$ cat src/rtl/input_conditioner.sv
// Board input front end: synchronises the raw buttons and sound sensor, debounces the buttons,
// makes the start press a single pulse, qualifies restart with a long press, stretches sound.
module input_conditioner #(
  parameter int unsigned DEBOUNCE_CYCLES  = 1000000,
  parameter int unsigned LONGPRESS_CYCLES = 50000000,
  parameter int unsigned HOLD_CYCLES      = 5000000
) (
  input  logic CLK,
  input  logic RST_n,
  input  logic START_RAW,
  input  logic RESTART_RAW,
  input  logic SOUND_RAW,
  output logic START_LEVEL,
  output logic START_PULSE,
  output logic RESTART_LEVEL,
  output logic RESTART_PULSE,
  output logic SOUND_EDGE,
  output logic SOUND_ACTIVE
);

  localparam int unsigned DbW   = $clog2(DEBOUNCE_CYCLES + 1);
  localparam int unsigned LpW   = $clog2(LONGPRESS_CYCLES + 1);
  localparam int unsigned HoldW = $clog2(HOLD_CYCLES + 1);

  localparam logic [DbW-1:0]   DbLast  = DbW'(DEBOUNCE_CYCLES - 1);
  localparam logic [LpW-1:0]   LpMax   = LpW'(LONGPRESS_CYCLES);
  localparam logic [LpW-1:0]   LpLast  = LpW'(LONGPRESS_CYCLES - 1);
  localparam logic [HoldW-1:0] HoldMax = HoldW'(HOLD_CYCLES);

  typedef enum logic [1:0] {
    StIdle,
    StPressWait,
    StPressed,
    StReleaseWait
  } btn_state_e;

  // Bit 0 = start, bit 1 = restart, bit 2 = sound
  logic [2:0] w_raw;
  logic [2:0] r_sync1;
  logic [2:0] r_sync2;

  btn_state_e     r_btn_state [2];
  logic [DbW-1:0] r_btn_cnt   [2];
  logic [1:0]     r_btn_level;
  logic           r_start_pulse;

  logic [LpW-1:0] r_lp_cnt;
  logic           r_restart_pulse;

  logic             r_sound_prev;
  logic             r_sound_edge;
  logic [HoldW-1:0] r_hold_cnt;
  logic             r_sound_active;
  logic             w_sound_rise;

  assign w_raw = {SOUND_RAW, RESTART_RAW, START_RAW};

  always_ff @(posedge CLK or negedge RST_n) begin
    if (!RST_n) begin
      r_sync1 <= '0;
      r_sync2 <= '0;
    end else begin
      r_sync1 <= w_raw;
      r_sync2 <= r_sync1;
    end
  end

  // Both buttons share one debounce FSM; any glitch restarts the stability count.
  always_ff @(posedge CLK or negedge RST_n) begin
    if (!RST_n) begin
      for (int i = 0; i < 2; i++) begin
        r_btn_state[i] <= StIdle;
        r_btn_cnt[i]   <= '0;
      end
      r_btn_level   <= '0;
      r_start_pulse <= 1'b0;
    end else begin
      r_start_pulse <= 1'b0;
      for (int i = 0; i < 2; i++) begin
        case (r_btn_state[i])
          StIdle: begin
            if (r_sync2[i]) begin
              r_btn_state[i] <= StPressWait;
              r_btn_cnt[i]   <= DbW'(1);
            end
          end
          StPressWait: begin
            if (!r_sync2[i]) begin
              r_btn_state[i] <= StIdle;
              r_btn_cnt[i]   <= '0;
            end else if (r_btn_cnt[i] == DbLast) begin
              r_btn_state[i] <= StPressed;
              r_btn_cnt[i]   <= '0;
              r_btn_level[i] <= 1'b1;
              if (i == 0) r_start_pulse <= 1'b1;
            end else begin
              r_btn_cnt[i] <= r_btn_cnt[i] + 1'b1;
            end
          end
          StPressed: begin
            if (!r_sync2[i]) begin
              r_btn_state[i] <= StReleaseWait;
              r_btn_cnt[i]   <= DbW'(1);
            end
          end
          StReleaseWait: begin
            if (r_sync2[i]) begin
              r_btn_state[i] <= StPressed;
              r_btn_cnt[i]   <= '0;
            end else if (r_btn_cnt[i] == DbLast) begin
              r_btn_state[i] <= StIdle;
              r_btn_cnt[i]   <= '0;
              r_btn_level[i] <= 1'b0;
            end else begin
              r_btn_cnt[i] <= r_btn_cnt[i] + 1'b1;
            end
          end
          default: begin
            r_btn_state[i] <= StIdle;
            r_btn_cnt[i]   <= '0;
          end
        endcase
      end
    end
  end

  // Saturating hold counter: the pulse fires once, on the step into saturation.
  always_ff @(posedge CLK or negedge RST_n) begin
    if (!RST_n) begin
      r_lp_cnt        <= '0;
      r_restart_pulse <= 1'b0;
    end else if (!r_btn_level[1]) begin
      r_lp_cnt        <= '0;
      r_restart_pulse <= 1'b0;
    end else if (r_lp_cnt != LpMax) begin
      r_lp_cnt        <= r_lp_cnt + 1'b1;
      r_restart_pulse <= (r_lp_cnt == LpLast);
    end else begin
      r_restart_pulse <= 1'b0;
    end
  end

  assign w_sound_rise = r_sync2[2] & ~r_sound_prev;

  always_ff @(posedge CLK or negedge RST_n) begin
    if (!RST_n) begin
      r_sound_prev   <= 1'b0;
      r_sound_edge   <= 1'b0;
      r_hold_cnt     <= '0;
      r_sound_active <= 1'b0;
    end else begin
      r_sound_prev <= r_sync2[2];
      r_sound_edge <= w_sound_rise;
      if (w_sound_rise) begin
        r_hold_cnt     <= HoldMax;
        r_sound_active <= 1'b1;
      end else if (r_hold_cnt != '0) begin
        r_hold_cnt     <= r_hold_cnt - 1'b1;
        r_sound_active <= (r_hold_cnt > HoldW'(1));
      end else begin
        r_sound_active <= 1'b0;
      end
    end
  end

  assign START_LEVEL   = r_btn_level[0];
  assign START_PULSE   = r_start_pulse;
  assign RESTART_LEVEL = r_btn_level[1];
  assign RESTART_PULSE = r_restart_pulse;
  assign SOUND_EDGE    = r_sound_edge;
  assign SOUND_ACTIVE  = r_sound_active;

endmodule

$ cat config.mk
export PLATFORM = sky130hd
export DESIGN_NAME = input_conditioner
export DESIGN_NICKNAME = d
export VERILOG_FILES = /design/src/rtl/input_conditioner.sv
export SDC_FILE = /design/constraint.sdc
export NUM_CORES = 1
export LEC_CHECK = 0
export ABC_AREA = 1
export BUFFER_PORTS_ARGS = -buffer_cell sky130_fd_sc_hd__buf_2
export CAP_MARGIN = 20
export CORE_UTILIZATION = 65
export CTS_BUF_LIST = sky130_fd_sc_hd__clkbuf_8
export CTS_CLUSTER_DIAMETER = 30
export DETAILED_ROUTE_END_ITERATION = 10
export PLACE_DENSITY = 0.82
export SLEW_MARGIN = 20
export SYNTH_ARGS = -nofsm -noshare
export SYNTH_HDL_FRONTEND = slang
export SYNTH_SLANG_ARGS = --single-unit
export TNS_END_PERCENT = 30
$ cat constraint.sdc
create_clock -name CLK -period 3.7 [get_ports CLK]
set_input_delay 0.925 -clock CLK [delete_from_list [all_inputs] [get_ports CLK]]
set_output_delay 0.925 -clock CLK [all_outputs]
set_load 0.02 [all_outputs]
==> impl_metrics.yaml, run 1 <==
clock_network:
  worstSkewPairLatency_ns: 0.36
  cts.sinks: 106
  cts_root_buf: "clkbuf_8"
  cts.repair.resized: 0
  ctsHoldBuffers: 0
  cts_tree: "done"
  cts_buffers: 9
  clk_path_buf_depth: 2
  postCtsSetupRepairBufs: 0
  clkTransAtPathRegs_ns: 0.09
  cts_max_level: 3
cells_and_area:
  finalNonFillerCells: 942
  fill_cells: 736
  syn_to_final_growth_pct: 5.50
  antenna_cells: 0
  fin_nets: 840
  finish.utilization_pct: 71.9
  drive_gt1_share_pct: 8.51
logic_synthesis:
  ys_seq_elements: 106
  synth_compound_area_share_pct: 6.91
  post_synth_num_cell_types: 36
  synth_fa_ha_area_share_pct: 1.24
  synthSimpleGateAreaFrac_pct: 36.6
  syn_avg_cell_area_um2: 7.40
  yosysSeqAreaShare_pct: 44.0
  synth_area_um2: 6030
  synthXorXnorAreaFrac_pct: 3.34
  netlist_instances: 815
  synthMuxAreaShare_pct: 0
  synth.yosys.warnings: 0
  synthesis.nets: 826
  synth_top_family_by_area: "simple AND/OR/NAND/NOR gates"
global_route:
  grt_usage_pct: 28.2
  grt_max_degree: 52
  grt_pass1_vias: 5100
  grt_pass1_wl_um: 22200
  grt-ovfl-total: 0
  antenna_found_initial: 0
floorplan:
  die_h_um: 98.3
  dieArea_um2: 9670
  die_w_um: 98.3
  initial_core_util_pct: 68.2
  io_pins: 11
  core_area_um2: 8850
  std_cell_rows: 34
sta:
  final.setup.worst_slack_ns: 1.40
  tns_ns: 0
  max_freq_mhz: 435
  skew_ns: 0.00630
  worst_slew_pin_slew_ns: 0.698
  relSlewSlack_pct: 53.3
  min_period_ns: 2.30
  period_share_pct: 62.1
  finalSetupViolCount: 0
  rsz0062_at_grt: "false"
  finalHoldViolations: 0
  drv_slew: 0
min_path:
  min-delay-path-class: "flip-flop to flip-flop"
  min_from: "r_sync1[0]"
  holdPathEnd: "r_sync2[0]"
  holdPathStages: 0
pwr:
  p_sw_share_pct: 34.5
  power_density_nw_per_um2: 413
  power.switching_uw: 906
  peakVddDrop_mv: 0.305
  p_leak_uw: 0.00282
  seq_power_share_pct: 51.1
  p_int_uw: 1720
  power_uw: 2630
  combPwrFrac_pct: 22.8
  pwr-share-clk_pct: 26.1
setup_path:
  crit_family: "flip-flops"
  cp-end-kind: "output port"
  critical_path_class: "flip-flop to output port"
  r2r_slack_ns: 1.68
  cp.required_ns: 2.77
  rr_endpoint: "r_hold_cnt[0]"
  reg2reg_depth: 6
  path_cells: "buf_2"
  path_max_fanout: 20
  cp_slowest_stage_delay_ns: 0.73
  crit_arrival_ns: 1.37
  worst-path-buf-inv: 1
  crit_slowest_cell: "dfrtp_1"
  start_kind: "flip-flop"
  reg2reg_from: "r_sound_prev"
route:
  first_pass_iters: 6
  vias: 5264
  drt-wirelength-per-cell_um: 13.5
  drt_iter0_markers: 211
  drt-total-wl_um: 12700
  via_per_inst: 5.59
  drc: 0
  ant_nets: 0
run:
  cap_violations: 0
place:
  hpwl_um: 9240
  post-place-cells: 926
  port-buffer-count: 10
  place_ws_ns: 1.70
  gp_congestion: 0.909
run_status:
  status: "complete, no violations"
## flip-flops by register name (all words and copies together), names as in the netlist, named ones only
| name | flops |
|---|---|
| r_btn_cnt | 40 |
| SOUND_ACTIVE | 1 |
| r_hold_cnt | 23 |
| r_lp_cnt | 26 |
| SOUND_EDGE | 1 |
| r_btn_level | 2 |
| RESTART_PULSE | 1 |
| r_sound_prev | 1 |
| r_btn_state | 2 |
| r_sync1 | 3 |
| START_PULSE | 1 |
| r_sync2 | 3 |
## worst reg2reg max path: stages (launching register included)
cell and delay, ns:
dfrtp_1 0.39, nor2_1 0.55, inv_1 0.47, nand2_4 0.23
clkinv_2 0.13, nand2_1 0.09, o21ai_2 0.05
## worst max-delay path by stage
stage	from	depth (start not counted)	end	slack, ns
2_1_floorplan	r_hold_cnt[0]	9	r_hold_cnt[12]	2.09
3_3_place_gp	r_sync2[2]	7	r_hold_cnt[0]	1.79
3_5_place_dp	r_sound_prev	6	r_hold_cnt[0]	1.70
4_1_cts	r_btn_level[1]	1	RESTART_LEVEL	1.40
5_1_grt	r_btn_level[1]	1	RESTART_LEVEL	1.33
6_report	r_btn_level[1]	1	RESTART_LEVEL	1.40
## final cells by class
type,instances,area (µm²),share of cell area [%]
multi-input cells,588,2900,45.6
flip-flops and latches,106,2650,41.7
inverters,112,422,6.63
well taps,108,135,2.12
clock buffers,9,124,1.95
repair buffers,12,67.6,1.06
clock inverters,7,62.6,0.983
## power by group through the flow
stage	logic [µW]	clock network, µW	registers (µW)
CTS	598	713	1340
global placement	570	0	1360
finish	599	686	1340
global route	684	746	1360
floorplan	482	0	1340
detailed placement	593	0	1360
## logic make-up after synthesis
family,Yosys count
DFF,106
AOI/OAI and AO/OA,76
xor gates and xnor gates,23
adders and majority gates,6
and+or+nand+nor,483
buffers and inverters,121
## per-stage QoR
stage	hold slack [ns]	area [µm²]
2_1_floorplan	0.331	6030
3_3_place_gp	0.331	6180
3_5_place_dp	0.336	6180
4_1_cts	0.359	6360
5_1_grt	0.364	6360
6_report	0.354	6360
## Yosys cell counts, drive strengths merged
master	n	area (µm²)
a31oi	4	25.0
o31ai	2	15.0
nor4	1	6.26
buf	4	38.8
clkbuf	5	18.8
clkinv	1	5.00
nand4	25	156
o21bai	3	22.5
a21oi	26	130
nor3	38	211
a211oi	1	7.51
nand2	200	783
o21ai	31	159
ha	6	75.1
nor2	152	669
or2	3	18.8
xnor2	8	70.1
nand3b	4	30.0
dfrtp	106	2650
o22ai	8	50.1
nand3	60	330
a21o	1	7.51
inv	111	417
xor2	15	131
## routing by layer
metal  global-route usage, %  vias up  routed length (µm)
met5                       0        -                   0
met4                    10.8        0                 240
li1                        -     2635                   -
met1                    37.7     2472                5770
met3                    4.08       21                 555
met2                    46.9      136                6110
## cell usage in the layout (no fill, tap or decap), drive strengths merged
cell | synthesis | final
a31oi | 4 | 4
nand3 | 60 | 60
bufinv | 0 | 1
o22ai | 8 | 8
inv | 111 | 113
nand4 | 25 | 25
o21ai | 31 | 31
clkinv | 1 | 3
nor2 | 152 | 152
xor2 | 15 | 15
clkinvlp | 0 | 2
clkbuf | 5 | 9
ha | 6 | 6
nor4 | 1 | 1
xnor2 | 8 | 8
a21o | 1 | 1
buf | 4 | 12
o21bai | 3 | 3
a21oi | 26 | 26
nand3b | 4 | 4
nand2 | 200 | 200
a211oi | 1 | 1
or2 | 3 | 3
dfrtp | 106 | 106
nor3 | 38 | 38
o31ai | 2 | 2
Power figures use the tool's default switching activity.
==> run 2, diff against run 1 <==
==> constraint.sdc (replaced) <==
create_clock -name CLK -period 2.2 [get_ports CLK]
set_input_delay 0.55 -clock CLK [delete_from_list [all_inputs] [get_ports CLK]]
set_output_delay 0.55 -clock CLK [all_outputs]
set_load 0.02 [all_outputs]
==> impl_metrics.yaml, run 2 (same netlist as run 1, synthesis figures left out) <==
run_status:
  status: "complete, no violations"
setup_path:
  critical_path_class: "flip-flop to flip-flop"
  path_cells: "inv_1 > ha_1 > nand2_1 > nor2_4 > nand2_4 > nor2_8 > nand2_4 > clkinv_2 > nand2_1 > o21ai_2"
  cp_slowest_stage_delay_ns: 0.45
  crit_arrival_ns: 2.19
  path_max_fanout: 7
  cp.required_ns: 2.51
  crit_slowest_cell: "dfrtp_1"
  worst-path-buf-inv: 2
  cp-end-kind: "flip-flop"
  start_kind: "flip-flop"
  crit_family: "simple AND/OR/NAND/NOR gates"
sta:
  tns_ns: 0
  relSlewSlack_pct: 62.6
  finalSetupViolCount: 0
  finalHoldViolations: 0
  rsz0062_at_grt: "false"
  final.setup.worst_slack_ns: 0.316
  worst_slew_pin_slew_ns: 0.560
  max_freq_mhz: 531
  skew_ns: 0.0120
  period_share_pct: 85.6
  drv_slew: 0
  min_period_ns: 1.88
cells_and_area:
  fill_cells: 722
  finalNonFillerCells: 945
  reg_top3: "r_btn_cnt: 40 flops, r_lp_cnt: 26 flops, r_hold_cnt: 23 flops"
  drive_gt1_share_pct: 9.08
  largest_reg_flops: 40
  fin_nets: 843
  antenna_cells: 0
  largest-register: "r_btn_cnt"
  final_common_cell: "nand2_1"
  mostFrequentLayoutCells: "nand2_1 (191), nor2_1 (132), inv_1 (109)"
  syn_to_final_growth_pct: 6.12
clock_network:
  clkTransAtPathRegs_ns: 0.10
  cts_root_buf: "clkbuf_8"
  postCtsSetupRepairBufs: 0
  ctsHoldBuffers: 0
  cts.repair.resized: 0
  cts_tree: "done"
  cts.sinks: 106
  cts_buffers: 9
  cts_max_level: 3
  worstSkewPairLatency_ns: 0.38
  clk_path_buf_depth: 2
route:
  drc: 0
  ant_nets: 0
  drt-total-wl_um: 12500
  via_per_inst: 5.55
  vias: 5241
  drt-wirelength-per-cell_um: 13.2
  first_pass_iters: 7
  drt_iter0_markers: 244
global_route:
  grt_pass1_vias: 4921
  grt_usage_pct: 27.6
  grt_max_degree: 59
  gr-usage-met1_pct: 36.4
  grtUsageMet3_pct: 4.80
  grt_pass1_wl_um: 21500
  grt_busiest_layer: "met2"
  antenna_found_initial: 0
  grt-ovfl-total: 0
  met2_usage_pct: 46.5
place:
  place_ws_ns: 0.360
  post-place-cells: 929
  port-buffer-count: 10
  gp_congestion: 0.945
  hpwl_um: 9140
pwr:
  power_density_nw_per_um2: 685
  seq_power_share_pct: 51.5
  pwr-share-clk_pct: 25.4
  peakVddDrop_mv: 0.522
  p_sw_share_pct: 35.6
  p_leak_uw: 0.00284
  power.switching_uw: 1560
  p_int_uw: 2820
  combPwrFrac_pct: 23.1
floorplan:
  dieArea_um2: 9670
  std_cell_rows: 34
  initial_core_util_pct: 68.2
  core_area_um2: 8850
  die_w_um: 98.3
  io_pins: 11
  die_h_um: 98.3
run:
  cap_violations: 0
min_path:
  min-delay-path-class: "primary input to asynchronous set/reset pin"
## run 2: routing by layer
metal	vias up	part of all wire, %
met5	-	0
met4	0	1.5
li1	2647	-
met1	2446	45
met3	23	4.5
met2	125	49
## run 2: power groups by stage
stage          clock network, µW  registers [µW]  logic, µW
2_1_floorplan                  0            2250        810
3_3_place_gp                   0            2280        975
3_5_place_dp                   0            2290       1000
4_1_cts                     1150            2250       1010
5_1_grt                     1200            2270       1130
6_report                    1110            2260       1010
## run 2: cell type report
cell class	instances	area [µm²]	share of cell area, %
Timing Repair Buffer	15	115	1.80
Clock inverter	7	52.6	0.821
Clock buffer	9	124	1.94
Inverter	112	422	6.59
Tap cell	108	135	2.11
Multi-Input combinational cell	588	2900	45.3
Sequential cell	106	2650	41.4
## run 2: path summary, 6_finish.rpt
check / start / to / slack (ns) / depth (start not counted)
worst min register to register: r_sync1[0] / r_sync2[0] / 0.36 / 0
worst max register to register: r_hold_cnt[0] / r_hold_cnt[0] / 0.32 / 10
worst min-delay path: RST_n / r_hold_cnt[15] / 0.15 / 2
max in group asynchronous: RST_n / r_btn_cnt[15] / 1.77 / 2
min in group CLK: SOUND_RAW / r_sync1[2] / 0.27 / 1
worst max-delay path: r_hold_cnt[0] / r_hold_cnt[0] / 0.32 / 10
## run 2: through the flow
stage	total power (µW)	hold slack (ns)	utilization, %	area [µm²]
floorplan	3060	0.254	-	6030
global placement	3250	0.344	70.3	6220
detailed placement	3290	0.354	70.3	6220
CTS	4410	0.158	72.3	6400
global route	4610	0.170	72.3	6400
finish	4380	0.151	72.3	6400
==> run 3, diff against run 2 <==
==> constraint.sdc (replaced) <==
create_clock -name CLK -period 2.15 [get_ports CLK]
set_input_delay 0.5375 -clock CLK [delete_from_list [all_inputs] [get_ports CLK]]
set_output_delay 0.5375 -clock CLK [all_outputs]
set_load 0.02 [all_outputs]
==> impl_metrics.yaml, run 3 (same netlist as run 1, synthesis figures left out) <==
setup_path:
  cp.required_ns: 2.46
  reg2reg_depth: 10
  path_cells: "inv_1 > ha_1 > nand2_1 > nor2_4 > nand2_4 > nor2_8 > nand2_4 > clkinv_2 > nand2_1 > o21ai_2"
  crit_arrival_ns: 2.17
  cp_slowest_stage_delay_ns: 0.46
  crit_slowest_cell: "dfrtp_1"
  critical_path_class: "flip-flop to flip-flop"
  r2r_slack_ns: 0.29
  cp-end-kind: "flip-flop"
  path_max_fanout: 7
  start_kind: "flip-flop"
sta:
  finalSetupViolCount: 0
  finalHoldViolations: 0
  hold_slack_ns: 0.252
  tns_ns: 0
  max_freq_mhz: 536
  min_period_ns: 1.86
  skew_ns: 0.0140
  drv_slew: 0
  worst_slew_pin_slew_ns: 0.530
  rsz0062_at_grt: "false"
  period_share_pct: 86.7
  relSlewSlack_pct: 64.6
floorplan:
  core_area_um2: 8850
  dieArea_um2: 9670
  initial_core_util_pct: 68.2
  io_pins: 11
  std_cell_rows: 34
  die_w_um: 98.3
  die_h_um: 98.3
pwr:
  peakVddDrop_mv: 0.743
  power_uw: 4560
  p_leak_uw: 0.00285
  power_density_nw_per_um2: 709
global_route:
  grt-ovfl-total: 0
  antenna_found_initial: 0
  grt_usage_pct: 28.2
  grt_max_degree: 61
  grt_pass1_vias: 5137
  grt_pass1_wl_um: 22200
clock_network:
  worstSkewPairLatency_ns: 0.38
  clkTransAtPathRegs_ns: 0.11
  clk_path_buf_depth: 2
  postCtsSetupRepairBufs: 0
  cts_buffers: 9
  cts_tree: "done"
  cts.sinks: 106
  cts_root_buf: "clkbuf_8"
  cts_max_level: 3
route:
  via_per_inst: 5.65
  drt-total-wl_um: 12600
  vias: 5349
  ant_nets: 0
  drc: 0
  first_pass_iters: 7
  drt_iter0_markers: 240
  drt-wirelength-per-cell_um: 13.3
cells_and_area:
  fill_cells: 663
  reg_top3: "r_btn_cnt: 40 flops, r_lp_cnt: 26 flops, r_hold_cnt: 23 flops"
  largest_reg_flops: 40
  drive_gt1_share_pct: 9.07
  syn_to_final_growth_pct: 6.64
  largest-register: "r_btn_cnt"
  final_common_cell: "nand2_1"
  mostFrequentLayoutCells: "nand2_1 (191), nor2_1 (132), inv_1 (109)"
  antenna_cells: 0
  finalNonFillerCells: 946
  fin_nets: 844
  finalInstanceArea_um2: 6430
place:
  gp_congestion: 0.939
  place_area_um2: 6220
  port-buffer-count: 10
  post-place-cells: 929
  hpwl_um: 9270
min_path:
  min-delay-path-class: "primary input to flip-flop"
  holdPathStages: 1
run_status:
  status: "complete, no violations"
run:
  cap_violations: 0
==> run 3: layout make-up <==
cell class | instances | area, µm² | share of cell area, %
clock buffers | 10 | 138 | 2.14
clock inverters | 6 | 60.1 | 0.934
inverters | 112 | 422 | 6.56
multi-input cells | 588 | 2900 | 45.1
flip-flops and latches | 106 | 2650 | 41.2
well taps | 108 | 135 | 2.10
repair buffers | 16 | 125 | 1.95
==> run 3: metal layers <==
metal  GRT usage (%)  vias up  share of wire (%)
met5               0        -                  0
met4            9.87        0                1.6
met1            35.9     2519                 44
li1                -     2647                  -
met2            48.3      159                 49
met3            5.51       24                5.4
==> run 3: final timing paths <==
check                                 to          start
max                        r_hold_cnt[0]  r_hold_cnt[0]
min                           r_sync1[1]    RESTART_RAW
max reg2reg                r_hold_cnt[0]  r_hold_cnt[0]
min reg2reg                   r_sync2[1]     r_sync1[1]
max in group asynchronous   r_btn_cnt[0]          RST_n
min in group asynchronous     SOUND_EDGE          RST_n
==> run 3: timing repair <==
| action | 4_1_cts | 5_1_grt |
|---|---|---|
| endpoints found under the hold margin | 1 | 0 |
| hold buffers | 1 | 0 |
| resized for setup | 0 | 0 |
==> run 3: report_power, final <==
part	internal, µW	switching (µW)
Combinational	313	713
Clock	480	751
Sequential	2140	162
Total	2940	1620
==> run 3: critical path, delay by kind of cell (launching register included) <==
kind,cells,cell delay (ns)
fa+ha+maj,1,0.27
flops,1,0.46
simple gates,6,0.77
compound gates,1,0.06
buf+inv,2,0.25
==> run 3: stage by stage <==
| stage | setup WS (ns) | util, % |
|---|---|---|
| 2_1_floorplan | 0.537 | - |
| 3_3_place_gp | 0.401 | 70.3 |
| 3_5_place_dp | 0.340 | 70.3 |
| 4_1_cts | 0.304 | 72.7 |
| 5_1_grt | 0.153 | 72.7 |
| 6_report | 0.286 | 72.7 |
